===== src/rtl/bit_stream_serializer_pkg.sv =====
// bit_stream_serializer_pkg: shifter state encoding and holding FIFO depth shared by the serial path.
package bit_stream_serializer_pkg;

    typedef enum logic {
        IDLE  = 1'b0,
        SHIFT = 1'b1
    } ser_state_e;

    localparam int unsigned HOLD_DEPTH = 2;

endpackage


===== src/rtl/ser_hold_fifo.sv =====
// ser_hold_fifo: small circular holding FIFO with push/pop strobes and an occupancy count.
module ser_hold_fifo #(
    parameter  int unsigned DATA_W = 8,
    parameter  int unsigned DEPTH  = 2,
    localparam int unsigned CNT_W  = $clog2(DEPTH + 1),
    localparam int unsigned PTR_W  = (DEPTH > 1) ? $clog2(DEPTH) : 1
) (
    input  logic              clk,
    input  logic              rst,
    input  logic              push_i,
    input  logic [DATA_W-1:0] data_i,
    input  logic              pop_i,
    output logic [DATA_W-1:0] data_o,
    output logic [CNT_W-1:0]  count_o
);

    logic [DATA_W-1:0] mem_q [DEPTH];
    logic [PTR_W-1:0]  wr_q, rd_q;
    logic [CNT_W-1:0]  cnt_q;

    function automatic logic [PTR_W-1:0] nxt(input logic [PTR_W-1:0] p);
        return (p == PTR_W'(DEPTH - 1)) ? '0 : p + PTR_W'(1);
    endfunction

    // Storage needs no reset: the count alone decides which entries are live.
    always_ff @(posedge clk) begin
        if (push_i) mem_q[wr_q] <= data_i;
    end

    always_ff @(posedge clk or negedge rst) begin
        if (!rst) begin
            wr_q  <= '0;
            rd_q  <= '0;
            cnt_q <= '0;
        end else begin
            if (push_i) wr_q <= nxt(wr_q);
            if (pop_i) rd_q <= nxt(rd_q);
            cnt_q <= cnt_q + CNT_W'(push_i) - CNT_W'(pop_i);
        end
    end

    assign data_o  = mem_q[rd_q];
    assign count_o = cnt_q;

endmodule


===== src/rtl/bit_stream_serializer.sv =====
// bit_stream_serializer: parallel words through a 2-deep holding FIFO, shifted out one bit per cycle
// with registered x / x_valid / frame_start.
module bit_stream_serializer
    import bit_stream_serializer_pkg::*;
#(
    parameter int unsigned DATA_W    = 8,
    parameter bit          MSB_FIRST = 1'b1,
    parameter bit          IDLE_BIT  = 1'b0
) (
    input  logic              clk,
    input  logic              rst,
    input  logic [DATA_W-1:0] in_data,
    input  logic              in_valid,
    output logic              in_ready,
    output logic              x,
    output logic              x_valid,
    output logic              frame_start,
    output logic              busy
);

    localparam int unsigned BIT_W = $clog2(DATA_W);
    localparam int unsigned CNT_W = $clog2(HOLD_DEPTH + 1);

    ser_state_e        state_q, state_d;
    logic [DATA_W-1:0] sh_q, sh_d, head, src, src_nxt;
    logic [BIT_W-1:0]  bit_q, bit_d;
    logic              x_q, x_d, fs_q, fs_d;
    logic              push, pop, avail, last, shift_en, src_bit;
    logic [CNT_W-1:0]  count;

    ser_hold_fifo #(
        .DATA_W(DATA_W),
        .DEPTH (HOLD_DEPTH)
    ) u_fifo (
        .clk    (clk),
        .rst    (rst),
        .push_i (push),
        .data_i (in_data),
        .pop_i  (pop),
        .data_o (head),
        .count_o(count)
    );

    assign in_ready = count != CNT_W'(HOLD_DEPTH);
    assign push     = in_valid && in_ready;
    assign avail    = count != '0;
    assign last     = bit_q == BIT_W'(DATA_W - 1);
    // A new word loads either from idle or on the edge that ends the last bit, so words run gap-free.
    assign pop      = avail && (state_q == IDLE || last);
    assign shift_en = pop || (state_q == SHIFT && !last);
    assign src      = pop ? head : sh_q;
    assign src_bit  = MSB_FIRST ? src[DATA_W-1] : src[0];
    assign src_nxt  = MSB_FIRST ? src << 1 : src >> 1;

    always_comb begin
        state_d = pop ? SHIFT : (state_q == SHIFT && last) ? IDLE : state_q;
        sh_d    = shift_en ? src_nxt : sh_q;
        bit_d   = (shift_en && !pop) ? bit_q + BIT_W'(1) : '0;
        x_d     = shift_en ? src_bit : IDLE_BIT;
        fs_d    = pop;
    end

    always_ff @(posedge clk or negedge rst) begin
        if (!rst) begin
            state_q <= IDLE;
            sh_q    <= '0;
            bit_q   <= '0;
            x_q     <= IDLE_BIT;
            fs_q    <= 1'b0;
        end else begin
            state_q <= state_d;
            sh_q    <= sh_d;
            bit_q   <= bit_d;
            x_q     <= x_d;
            fs_q    <= fs_d;
        end
    end

    assign x           = x_q;
    assign x_valid     = state_q == SHIFT;
    assign frame_start = fs_q;
    assign busy        = (state_q == SHIFT) || avail;

endmodule


===== config.mk =====
export PLATFORM = sky130hd
export DESIGN_NAME = bit_stream_serializer
export DESIGN_NICKNAME = d
export VERILOG_FILES = /design/src/rtl/bit_stream_serializer_pkg.sv /design/src/rtl/ser_hold_fifo.sv /design/src/rtl/bit_stream_serializer.sv
export SDC_FILE = /design/constraint.sdc
export NUM_CORES = 1
export LEC_CHECK = 0
export ABC_AREA = 1
export ABC_CLOCK_PERIOD_IN_PS = 1450
export BUFFER_PORTS_ARGS = -buffer_cell sky130_fd_sc_hd__buf_2
export CORE_MARGIN = 8
export CORE_UTILIZATION = 30
export CTS_BUF_LIST = sky130_fd_sc_hd__clkbuf_4
export CTS_CLUSTER_DIAMETER = 150
export DETAILED_ROUTE_END_ITERATION = 16
export PLACE_DENSITY = 0.48
export SLEW_MARGIN = 20
export SYNTH_ARGS = -nofsm -noshare
export SYNTH_HDL_FRONTEND = slang
export SYNTH_SLANG_ARGS = --single-unit

===== constraint.sdc =====
create_clock -name clk -period 1.45 [get_ports clk]
set_input_delay 0.2175 -clock clk [delete_from_list [all_inputs] [get_ports clk]]
set_output_delay 0.2175 -clock clk [all_outputs]
set_load 0.02 [all_outputs]

Yosys cells after proc, flatten, opt, wreduce, memory -nomap -nowiden
Memories as Yosys holds them, arrays and structs flattened.
Cells that the tools add are included.
{ "word_totals": {"mem_count": 1, "regBits": 17, "in_bits": 11, "word_cells": 38, "out_inout_bits": 5, "ram_bits": 16} }
{ "mem_list": {"columns": ["memory", "depth", "word_bits", "read_ports", "rd_ports_with_merged_regs", "write_ports", "line", "text"], "rows": [
  ["u_fifo.mem_q", 2, 8, 1, 0, 1, "ser_hold_fifo.sv:17", "logic [DATA_W-1:0] mem_q [DEPTH];"]
]} }
{ "classes": {"n_reduce_logical": 12, "addsub": 5, "n_mux": 9, "n_eq_ne": 2, "bitwise_logic": 1} }
{ "ops": {"columns": ["op", "count"], "rows": [
  ["$mux W8", 1],
  ["$mux W1", 7],
  ["$logic_and A1 B1 Y1", 5],
  ["$reduce_bool A2 Y1", 2],
  ["$add A3 B1 Y3 const B", 1],
  ["$eq A3 B3 Y1 const B", 1],
  ["$logic_or A1 B1 Y1", 3],
  ["$mux W3", 1],
  ["$add A1 B1 Y1 const B", 2],
  ["$add A2 B1 Y2", 1],
  ["$logic_not A1 Y1", 2],
  ["$ne A2 B2 Y1 const B", 1],
  ["$sub A2 B1 Y2", 1],
  ["$not A1 Y1", 1]
]} }

Longest topological paths before layout
Gate-level depths: netlist (run 1).
{ "logic_depth": {"depth_word": 6, "ltp_mapped": 10, "depth_no_buf": 10} }

By module
A second synthesis (run 1) with hierarchy kept.
{ "unflattened": {"cells_unflattened": 129, "hier_area_um2": 1435.1} }
{ "by_module_without_submodules": {"columns": ["module", "cells_per_inst", "n_inst", "seq_area_each_um2", "area_each_um2"], "rows": [
  ["ser_hold_fifo", 65, 1, 580.6, 823.3],
  ["bit_stream_serializer", 64, 1, 325.3, 611.8]
]} }

Worst setup path after synthesis (run 1)
OpenSTA, ideal clock, no wires.
{ "synth_path": {"path_type": "flip-flop to flip-flop", "from": "reg bit_q[0]", "to": "reg u_fifo.cnt_q[1], in the netlist u_fifo.count_o[1]", "n_path_buf": 1, "path_slack_ps": -161, "stages_incl_launch_ff": 11, "required_ps": 1333, "period_less_slack_ps": 1611, "t_arrival_ps": 1495, "path_cell_list": "dfrtp_1 -> ha_1 -> ha_1 -> inv_1 -> nand2_2 -> buf_4 -> o21ai_1 -> ha_1 -> inv_1 -> nand3_1 -> nand2_1"} }
{ "synth_via": {"elab_chain_cells": 4} }
{ "synth_lines": {"columns": ["element", "line", "text"], "rows": [
  ["start: declaration", "bit_stream_serializer.sv:26", "logic [BIT_W-1:0] bit_q, bit_d;"],
  ["start signal: assignment", "bit_stream_serializer.sv:73", "bit_q <= bit_d;"],
  ["$eq A3 B3 Y1", "bit_stream_serializer.sv:47", "assign last = bit_q == BIT_W'(DATA_W - 1);"],
  ["$logic_or A1 B1 Y1", "bit_stream_serializer.sv:49", "assign pop = avail && (state_q == IDLE || last);"],
  ["$logic_and A1 B1 Y1", "bit_stream_serializer.sv:49", null],
  ["$sub A2 B1 Y2", "ser_hold_fifo.sv:38", "cnt_q <= cnt_q + CNT_W'(push_i) - CNT_W'(pop_i);"],
  ["end signal: assignment", "ser_hold_fifo.sv:38", null],
  ["end: declaration", "ser_hold_fifo.sv:19", "logic [CNT_W-1:0] cnt_q;"]
]} }
No other way between the ends.
A chain may end at the register's enable or synchronous reset.

Worst setup path in the final report (run 1)
Same ends and word-level chain as after synthesis.

==> run_results.csv, run 1 <==
group,metric,value,unit
run_status,status,"completed",
layout,final_layout_size_suffix_gt1_share,29.3,%
worst_setup_path,ff2ff_path_depth,9,
worst_setup_path,crit_required,1680,ps
drt,drt_pre_antenna_iters,4,
place,hpwlAfterDp,1800,microns
worst_setup_path,start_kind,"flip-flop",
drt,drcViolationCount,0,
min_path,hold_depth,1,
layout,design_area,0.00166,sq mm
synthesis,synth_area,0.00137,sq mm
synthesis,synth_nets,143,
clock_network,clockRootBuffer,"clkbuf_4",
worst_setup_path,critPathMaxFanout,3,
worst_setup_path,path_buf_inv,2,
timing,fin_worst_skew,5.46,ps
worst_setup_path,critPathCaptureType,"flip-flop",
synthesis,yosys-top-cells-count,"51 x nand2_1, 17 x dfrtp_1, 16 x edfxtp_1",
worst_setup_path,startpoint,"bit_q[0]",
worst_setup_path,r2r_start,"bit_q[0]",
flow_run,drv_cap,0,
synthesis,synth.area.top_cells,"edfxtp_1 35%, dfrtp_1 31%, nand2_1 14%, nand3_1 5.1%, ha_1 2.7%",
clock_network,numCtsBuffers,5,
power,p_per_area,1950,mW/mm^2
floorplanning,start_util,31.2,%
worst_setup_path,r2r_setup_slack,5,ps
worst_setup_path,cp_slowest_cell,"dfrtp_1",
synthesis,synth_cell_types,16,
floorplanning,io_pins,16,
place,gp_congestion,0.765,
global_routing,antenna_found_initial,0,
timing,tightest_slew,394,ps
drt,drt_iter0_markers,64,
clock_network,tritoncts,"built",
power,power.internal,1.98,mW
floorplanning,rows,24,
global_routing,grt_pass1_vias,958,
floorplanning,die_w,83.5,microns
timing,fin_ws,4.76,ps
clock_network,clk_pin_slew,100,ps
global_routing,grt_max_degree,18,
worst_setup_path,crit_end,"u_fifo.count_o[1]",
global_routing,grt_first_pass_wirelength,4390,microns
drt,wl_per_cell,11.9,microns
power,peakVddDrop,0.648,mV
synthesis,synthCells,129,
timing,setup_viol,0,
clock_network,h-tree-depth,2,
synthesis,synth_edf_count,16,
synthesis,avgSynthCellArea,10.6,sq um
global_routing,grt_overflow,0,
clock_network,clock_sinks,33,
place,dpl_worst_slack,0.205,ps
worst_setup_path,cp.arrival,1670,ps
timing,clock.fmax,692,MHz
drt,totalWireLength,2480,microns
floorplanning,fp.dieArea,0.00697,sq mm
drt,ant_nets,0,
synthesis,seq_area_frac_synth,66.2,%
floorplanning,core_area,0.00438,sq mm
power,pwr-share-comb,39.9,%
synthesis,synth_largest_area_cell,"edfxtp_1",
synthesis,synth.most_common_cell,"nand2_1",
worst_setup_path,cp_top_family,"adder cells",
timing,rsz0062_at_grt,"true",
worst_setup_path,crit_type,"flip-flop to flip-flop",
floorplanning,die_y,83.5,microns
timing,fin_crit,1450,ps
clock_network,insertion_delay,330,ps
synthesis,ys.flop_type,"dfrtp_1",
layout,stdcell_count,209,
worst_setup_path,critPathMostFrequentCell,"ha_2",
worst_setup_path,cp_num_cells,9,
place,io_buffers,15,
layout,syn_to_final_growth,21.2,%
worst_setup_path,r2r_end,"u_fifo.count_o[1]",
timing,finalHoldViolCount,0,
power,switching_share,38.6,%
timing,fin_crit_sh,99.7,%
synthesis,synth_top_area_share,35.1,%
place,dpl.cell_count,199,
min_path,hold_path.class,"input pin to flip-flop",
synthesis,synth_warnings,0,
synthesis,synth_seq_cells,33,
layout,final_nets,170,
synthesis,async_reset_ff_share,51.5,%
power,power.switching,1.24,mW
power,clkPwrFrac,14.5,%
clock_network,ctsLongestPathBuffers,2,
power,seqPwrFrac,45.7,%
drt,num_vias,888,
worst_setup_path,cpPeakStageDelay,400,ps
worst_setup_path,cp_cell_sequence,"ha_2 -> ha_4 -> inv_2 -> nand2_4 -> o21ai_2 -> ha_2 -> inv_1 -> nand3_1 -> nand2_1",
power,finalPower,3.23,mW
global_routing,track_usage,7.89,%
layout,num_antenna_cells,0,
drt,viasPerCell,4.25,
place,postPlaceCellArea,0.00157,sq mm
timing,maxSlewViolCount,0,
timing,slew_headroom,73.7,%
power,p_leak,0.767,nW
[worst min-delay path by stage]
stage	end	slack, ps	startpoint
global route	u_fifo.mem_q[0][4]	50	in_data[4]
floorplan	bit_q[0]	-80	rst
global placement	u_fifo.count_o[1]	170	rst
detailed placement	u_fifo.count_o[1]	160	rst
finish	u_fifo.mem_q[1][0]	70	in_data[0]
CTS	u_fifo.mem_q[0][0]	60	in_data[0]
[cell families (layout without fill, tap and decap cells)]
family / count (synthesis) / in the layout / share of synthesized area, %
simple gates: 76 / 76 / 25.5
compound gates: 1 / 1 / 0.366
xor+xnor: 1 / 1 / 0.641
buf+inv: 15 / 43 / 4.48
fa+ha+maj: 3 / 3 / 2.75
flops: 33 / 33 / 66.2
[state kept, by name, indices dropped and copies added, names as in the netlist]
register and flops:
bit_q 3, frame_start 1, sh_q 7, u_fifo.count_o 2, u_fifo.mem_q 16, u_fifo.rd_q 1
u_fifo.wr_q 1, x 1, x_valid 1
[placed cells by master, fill, tap and decap left out]
| cell type | Yosys | final |
|---|---|---|
| clkinv_2 | 0 | 1 |
| clkinv_1 | 0 | 2 |
| edfxtp_1 | 16 | 16 |
| nor2_1 | 4 | 3 |
| buf_2 | 1 | 14 |
| nand2_4 | 0 | 1 |
| inv_1 | 9 | 7 |
| buf_4 | 1 | 4 |
| inv_2 | 4 | 5 |
| dfrtp_1 | 17 | 17 |
| nor2_4 | 3 | 3 |
| xor2_1 | 1 | 1 |
| buf_6 | 0 | 2 |
| nand2_1 | 51 | 50 |
| buf_12 | 0 | 1 |
| ha_2 | 0 | 2 |
| o21ai_2 | 0 | 1 |
| clkbuf_4 | 0 | 5 |
| clkinvlp_4 | 0 | 1 |
| ha_4 | 0 | 1 |
| nor2_2 | 1 | 2 |
| dlygate4sd3_1 | 0 | 1 |
| nor2_8 | 1 | 1 |
| nand3_1 | 14 | 14 |
| nand2_2 | 2 | 2 |
[layer usage]
layer,GRT usage (%),vias up,routed length [microns]
met5,0,-,0
met4,3.61,0,37
met3,3.91,4,129
met2,12.5,19,1210
met1,8.64,401,1110
li1,-,464,-
[through the flow]
stage / TNS (ps) / util (%) / hold slack (ps)
after floorplan: -37.9 / - / -78.1
after global placement: 0 / 35.9 / 165
after detailed placement: 0 / 35.9 / 164
after CTS: 0 / 37.4 / 57.1
after global routing: -125 / 37.8 / 45.9
final: 0 / 37.8 / 74.6
[power groups by stage]
stage	Combinational (mW)	Sequential (mW)	Clock [mW]
finish	1.29	1.47	0.467
global route	1.49	1.50	0.546
CTS	1.30	1.48	0.491
detailed placement	1.27	1.50	0
global placement	1.22	1.48	0
floorplan	0.860	1.49	0
[cell type report]
class / instances / area [sq um]
well taps: 52 / 65.1
multi-input cells: 81 / 432
inverters: 13 / 52.6
clock buffers: 5 / 37.5
fillers: 434 / 2730
repair buffers: 22 / 153
flip-flops and latches: 33 / 906
clock inverters: 3 / 12.5
[what timing repair did]
item | 4_1_cts | 5_1_grt
endpoints found under the setup margin | 1 | 10
gates resized for setup | 0 | 5
pin swaps | 0 | 1
endpoints found under the hold margin | 17 | 0
hold buffers | 1 | 0
buffers inserted | 1 | 0
(Power assumes the default switching activity.)
==> run 2, diff against run 1 <==
ABC_AREA = default   (was 1)
CELL_PAD_IN_SITES_DETAIL_PLACEMENT = 1   (was default)
CELL_PAD_IN_SITES_GLOBAL_PLACEMENT = 2   (was default)
PLACE_DENSITY = 0.64   (was 0.48)
==> run_results.csv, run 2 <==
group,metric,value,unit
global_routing,antenna_found_initial,0,
global_routing,grt_overflow,0,
layout,final_layout_size_suffix_gt1_share,40.0,%
place,io_buffers,15,
layout,largest_reg_flops,16,
flow_run,drv_cap,0,
layout,final_common_cell,"dfrtp_1",
floorplanning,die_w,82.4,microns
worst_setup_path,r2r_end,"x",
timing,fin_crit,1490,ps
floorplanning,die_y,82.4,microns
floorplanning,io_pins,16,
synthesis,synth_cell_types,26,
clock_network,tritoncts,"built",
floorplanning,rows,24,
global_routing,grt_pass1_vias,891,
layout,stdcell_count,177,
place,dpl.cell_count,166,
worst_setup_path,cp_top_family,"flip-flops",
timing,rsz0062_at_grt,"true",
power,p_per_area,2110,mW/mm^2
synthesis,ys.flop_type,"dfrtp_1",
timing,fin_ws,-44.7,ps
worst_setup_path,critPathMaxFanout,5,
global_routing,track_usage,8.75,%
layout,num_antenna_cells,0,
worst_setup_path,cp_slowest_cell,"dfrtp_1",
clock_network,insertion_delay,330,ps
layout,reg_top3,"u_fifo.mem_q (16), sh_q (7), bit_q (3)",
drt,viasPerCell,4.50,
worst_setup_path,r2r_setup_slack,-40,ps
synthesis,avgSynthCellArea,13.9,sq um
worst_setup_path,cp.arrival,1720,ps
global_routing,grt_max_degree,18,
drt,drt_pre_antenna_iters,4,
drt,totalWireLength,2480,microns
synthesis,synth.area.top_cells,"edfxtp_1 36%, dfrtp_1 32%, o21ai_1 4.9%, and2b_4 3.8%, a211oi_1 3.4%",
synthesis,synth_area,0.00132,sq mm
synthesis,synth_largest_area_cell,"edfxtp_1",
worst_setup_path,crit_type,"flip-flop to flip-flop",
synthesis,synth_warnings,0,
worst_setup_path,start_kind,"flip-flop",
timing,fin_crit_sh,103,%
synthesis,yosys-top-cells-count,"17 x dfrtp_1, 16 x edfxtp_1, 13 x o21ai_1",
timing,clock.fmax,669,MHz
layout,design_area,0.00168,sq mm
synthesis,async_reset_ff_share,51.5,%
synthesis,synth_edf_count,16,
layout,syn_to_final_growth,27.5,%
timing,setup_viol,5,
power,p_leak,0.686,nW
min_path,min-delay-start,"in_data[2]",
worst_setup_path,critPathCaptureType,"flip-flop",
clock_network,clk_pin_slew,100,ps
worst_setup_path,ff2ff_path_depth,6,
synthesis,synthCells,95,
layout,layout.filler_cells,453,
place,postPlaceCellArea,0.00153,sq mm
timing,fin_worst_skew,8.72,ps
timing,tightest_slew,461,ps
drt,ant_nets,0,
min_path,whs_endpoint,"u_fifo.mem_q[0][2]",
drt,drt_iter0_markers,19,
worst_setup_path,path_buf_inv,1,
timing,maxSlewViolCount,0,
layout,final_nets,138,
layout,final_util,39.2,%
power,peakVddDrop,0.629,mV
run_status,status,"finished, violations left",
place,dpl_worst_slack,-83.4,ps
floorplanning,fp.dieArea,0.00678,sq mm
clock_network,clockRootBuffer,"clkbuf_4",
synthesis,synth_top_area_share,36.4,%
clock_network,h-tree-depth,2,
synthesis,synth_nets,109,
layout,final_cell_mix,"17 x dfrtp_1, 16 x edfxtp_1, 13 x buf_2",
floorplanning,start_util,30.8,%
power,finalPower,3.56,mW
worst_setup_path,cp_cell_sequence,"ha_2 -> ha_4 -> and2b_2 -> buf_4 -> nor2_4 -> a22o_1",
timing,finalHoldViolCount,0,
synthesis,synth.most_common_cell,"dfrtp_1",
timing,slew_headroom,69.3,%
clock_network,numCtsBuffers,5,
floorplanning,core_area,0.00429,sq mm
place,hpwlAfterDp,1830,microns
synthesis,synth_seq_cells,33,
clock_network,ctsLongestPathBuffers,2,
layout,regMostFlops,"u_fifo.mem_q",
global_routing,grt_first_pass_wirelength,4230,microns
min_path,hold_depth,1,
place,gp_congestion,0.715,
synthesis,seq_area_frac_synth,68.6,%
worst_setup_path,crit_required,1670,ps
run_status,violations,"setup timing",
drt,drcViolationCount,0,
clock_network,clock_sinks,33,
worst_setup_path,cpPeakStageDelay,400,ps
drt,num_vias,796,
drt,wl_per_cell,14.0,microns
worst_setup_path,r2r_start,"bit_q[0]",
min_path,hold_path.class,"input pin to flip-flop",
==> run 2: cell types whose count changed after synthesis, moves of 2 or more <==
cell      previous run  this run
nor2_4               3         0
o21ai_1              1        13
nand2b_1             0         2
inv_2                4         0
nand2_1             51         9
inv_1                9         1
nand2_2              2         0
xnor2_1              0         2
nand3_1             14         0
a211oi_1             0         6
and2b_4              0         5
and2_1               0         2
==> run 2: metrics by stage <==
stage / setup TNS, ps / hold WS (ps)
4_1_cts: -326 / 47.6
3_5_place_dp: -205 / 169
2_1_floorplan: -208 / -78.1
5_1_grt: -937 / 32.4
3_3_place_gp: -9.23 / 165
6_report: -165 / 64.5
==> run 2: cell type report <==
type	count	area, sq um	share of cell area (%)
clock inverter	2	35.0	2.08
multi-input combinational	58	443	26.3
tap	52	65.1	3.86
timing repair buffer	25	186	11.1
inverter	1	3.75	0.223
clock buffer	6	45.0	2.67
sequential	33	906	53.8
==> run 2: cell families after synthesis <==
group                      Yosys count  share of synthesized area (%)
muxes                                2                           1.89
buffers and inverters                4                           1.89
and+or+nand+nor                     28                           12.5
adders and majority gates            3                           2.84
AOI/OAI and AO/OA                   22                           10.3
xor gates and xnor gates             3                           1.99
DFF                                 33                           68.6
==> run 2: worst max path at each step <==
stage / from / to / slack, ps / cells past startpoint
2_1_floorplan: bit_q[0] / u_fifo.count_o[0] / -120 / 7
6_report: bit_q[0] / x / -40 / 6
4_1_cts: bit_q[1] / u_fifo.count_o[0] / -110 / 6
3_5_place_dp: bit_q[1] / u_fifo.count_o[0] / -80 / 6
5_1_grt: bit_q[0] / u_fifo.count_o[1] / -130 / 7
3_3_place_gp: bit_q[0] / u_fifo.count_o[0] / -9 / 6
==> run 2: repair_timing <==
item,4_1_cts,5_1_grt
hold buffers,1,0
resized for setup,6,5
hold endpoints to repair,17,0
pin swaps,3,2
buffers inserted,3,0
setup endpoints to repair,5,14
==> run 2: layer usage <==
metal  track usage [%]  wire (microns)  up-vias
li1                  -               -      400
met2              14.0            1250       16
met1              9.66            1070      374
met4              4.21              40        0
met5                 0               0        -
met3              4.00             123        6
==> run 2: power breakdown <==
| part | internal, mW | total [mW] | switching, mW |
|---|---|---|---|
| clock network | 0.380 | 0.680 | 0.300 |
| registers | 1.30 | 1.49 | 0.187 |
| logic | 0.716 | 1.39 | 0.675 |
| total | 2.40 | 3.56 | 1.16 |
==> run 3, diff against run 2 <==
PLACE_DENSITY = default   (was 0.64)
PLACE_DENSITY_LB_ADDON = 0.1   (was default)
RECOVER_POWER = 25   (was default)
SKIP_LAST_GASP = 1   (was default)
==> run_results.csv, run 3 (synthesis gave the netlist of run 2 again) <==
group,metric,value,unit
floorplanning,die_w,82.4,microns
floorplanning,rows,24,
power,peakVddDrop,0.839,mV
floorplanning,core_area,0.00429,sq mm
flow_run,drv_cap,0,
layout,reg_top3,"u_fifo.mem_q (16), sh_q (7), bit_q (3)",
layout,largest_reg_flops,16,
place,hpwlAfterDp,1770,microns
timing,fin_crit,1530,ps
layout,num_antenna_cells,0,
drt,ant_nets,0,
timing,tightest_slew,473,ps
min_path,hold_depth,1,
worst_setup_path,r2r_setup_slack,-80,ps
drt,drt_pre_antenna_iters,4,
worst_setup_path,critPathCaptureType,"flip-flop",
drt,num_vias,808,
timing,slew_headroom,68.5,%
place,io_buffers,15,
layout,final_common_cell,"dfrtp_1",
layout,final_nets,139,
layout,syn_to_final_growth,27.8,%
floorplanning,die_y,82.4,microns
power,p_per_area,2100,mW/mm^2
power,clkPwrFrac,19.4,%
timing,clock.fmax,655,MHz
drt,viasPerCell,4.54,
clock_network,clk_pin_slew,110,ps
power,power.internal,2.38,mW
run_status,violations,"setup timing",
min_path,min-delay-start,"in_data[4]",
clock_network,insertion_delay,330,ps
worst_setup_path,crit_required,1680,ps
global_routing,grt_overflow,0,
layout,design_area,0.00169,sq mm
place,postPlaceCellArea,0.00152,sq mm
place,dpl_worst_slack,-75.1,ps
clock_network,numCtsBuffers,5,
floorplanning,io_pins,16,
timing,finalHoldViolCount,0,
place,gp_congestion,0.634,
global_routing,grt_first_pass_wirelength,4200,microns
place,dpl.cell_count,165,
clock_network,tritoncts,"built",
power,power.switching,1.17,mW
global_routing,grt_pass1_vias,852,
layout,stdcell_count,178,
floorplanning,fp.dieArea,0.00678,sq mm
timing,setup_viol,8,
worst_setup_path,r2r_start,"bit_q[0]",
power,switching_share,32.9,%
global_routing,track_usage,8.65,%
drt,drt_iter0_markers,24,
run_status,status,"finished, violations left",
worst_setup_path,ff2ff_path_depth,6,
min_path,hold_path.class,"input pin to flip-flop",
clock_network,clockRootBuffer,"clkbuf_4",
drt,totalWireLength,2620,microns
power,p_leak,0.680,nW
clock_network,clock_sinks,33,
worst_setup_path,critPathMaxFanout,6,
layout,final_cell_mix,"17 x dfrtp_1, 16 x edfxtp_1, 13 x o21ai_1, 13 x buf_2, 9 x nand2_1",
clock_network,h-tree-depth,2,
global_routing,grt_max_degree,18,
drt,wl_per_cell,14.7,microns
layout,regMostFlops,"u_fifo.mem_q",
power,pwr-share-comb,38.2,%
worst_setup_path,start_kind,"flip-flop",
timing,fin_crit_sh,105,%
min_path,whs_endpoint,"u_fifo.mem_q[1][4]",
floorplanning,start_util,30.8,%
worst_setup_path,cp.arrival,1760,ps
power,seqPwrFrac,42.4,%
layout,final_layout_size_suffix_gt1_share,37.3,%
worst_setup_path,r2r_end,"u_fifo.count_o[0]",
timing,fin_ws,-75.8,ps
timing,maxSlewViolCount,0,
timing,fin_worst_skew,17.0,ps
worst_setup_path,crit_type,"flip-flop to flip-flop",
timing,rsz0062_at_grt,"true",
drt,drcViolationCount,0,
clock_network,ctsLongestPathBuffers,2,
global_routing,antenna_found_initial,0,
run 3: worst max path at each step:
stage	from	to	slack [ps]	depth (start not counted)
global placement	bit_q[0]	u_fifo.count_o[0]	-40	6
finish	bit_q[0]	u_fifo.count_o[0]	-80	6
CTS	u_fifo.count_o[0]	busy	-100	3
floorplan	bit_q[0]	u_fifo.count_o[0]	-120	7
global route	bit_q[0]	u_fifo.count_o[1]	-180	7
detailed placement	bit_q[0]	u_fifo.count_o[0]	-80	6
run 3: what timing repair did:
item	in CTS	in global routing
cloned	0	1
buffers inserted	1	2
hold buffers	1	0
endpoints found under the setup margin	5	13
pin swaps	1	2
resized for setup	7	4
hold endpoints to repair	17	0
run 3: through the flow:
stage	hold WS (ps)	power (mW)	util, %	TNS [ps]
6_report	73.0	3.55	39.3	-240
5_1_grt	39.5	3.82	39.3	-1350
4_1_cts	54.9	3.54	38.6	-239
3_5_place_dp	178	2.73	35.4	-169
3_3_place_gp	172	2.69	35.4	-53.2
2_1_floorplan	-78.1	2.30	-	-208
run 3: final cells by class:
cell class | instances | area, sq um
clock inverter | 2 | 33.8
inverter | 1 | 3.75
clock buffer | 6 | 45.0
timing repair buffer | 26 | 201
sequential | 33 | 906
fill | 462 | 2610
multi-input combinational | 58 | 434
tap | 52 | 65.1
run 3: metal layers:
| layer | vias up | track usage, % | wire, microns |
|---|---|---|---|
| li1 | 400 | - | - |
| met1 | 395 | 10.2 | 1260 |
| met2 | 11 | 13.5 | 1250 |
| met3 | 2 | 4.00 | 93 |
| met4 | 0 | 3.16 | 17 |
| met5 | - | 0 | 0 |
run 3: worst max-delay path, cell delays in order, from the launching register on:
cell and delay, ps:
dfrtp_1 430, ha_4 180, ha_4 150, and2b_2 270, nand2_1 60, o21ai_1 70
ha_2 270
run 3: power by group through the flow:
stage | logic, mW | registers [mW] | clock network [mW]
after floorplan | 0.828 | 1.47 | 0
after global placement | 1.19 | 1.50 | 0
after detailed placement | 1.22 | 1.51 | 0
after CTS | 1.31 | 1.51 | 0.724
after global routing | 1.52 | 1.54 | 0.754
final | 1.35 | 1.51 | 0.688
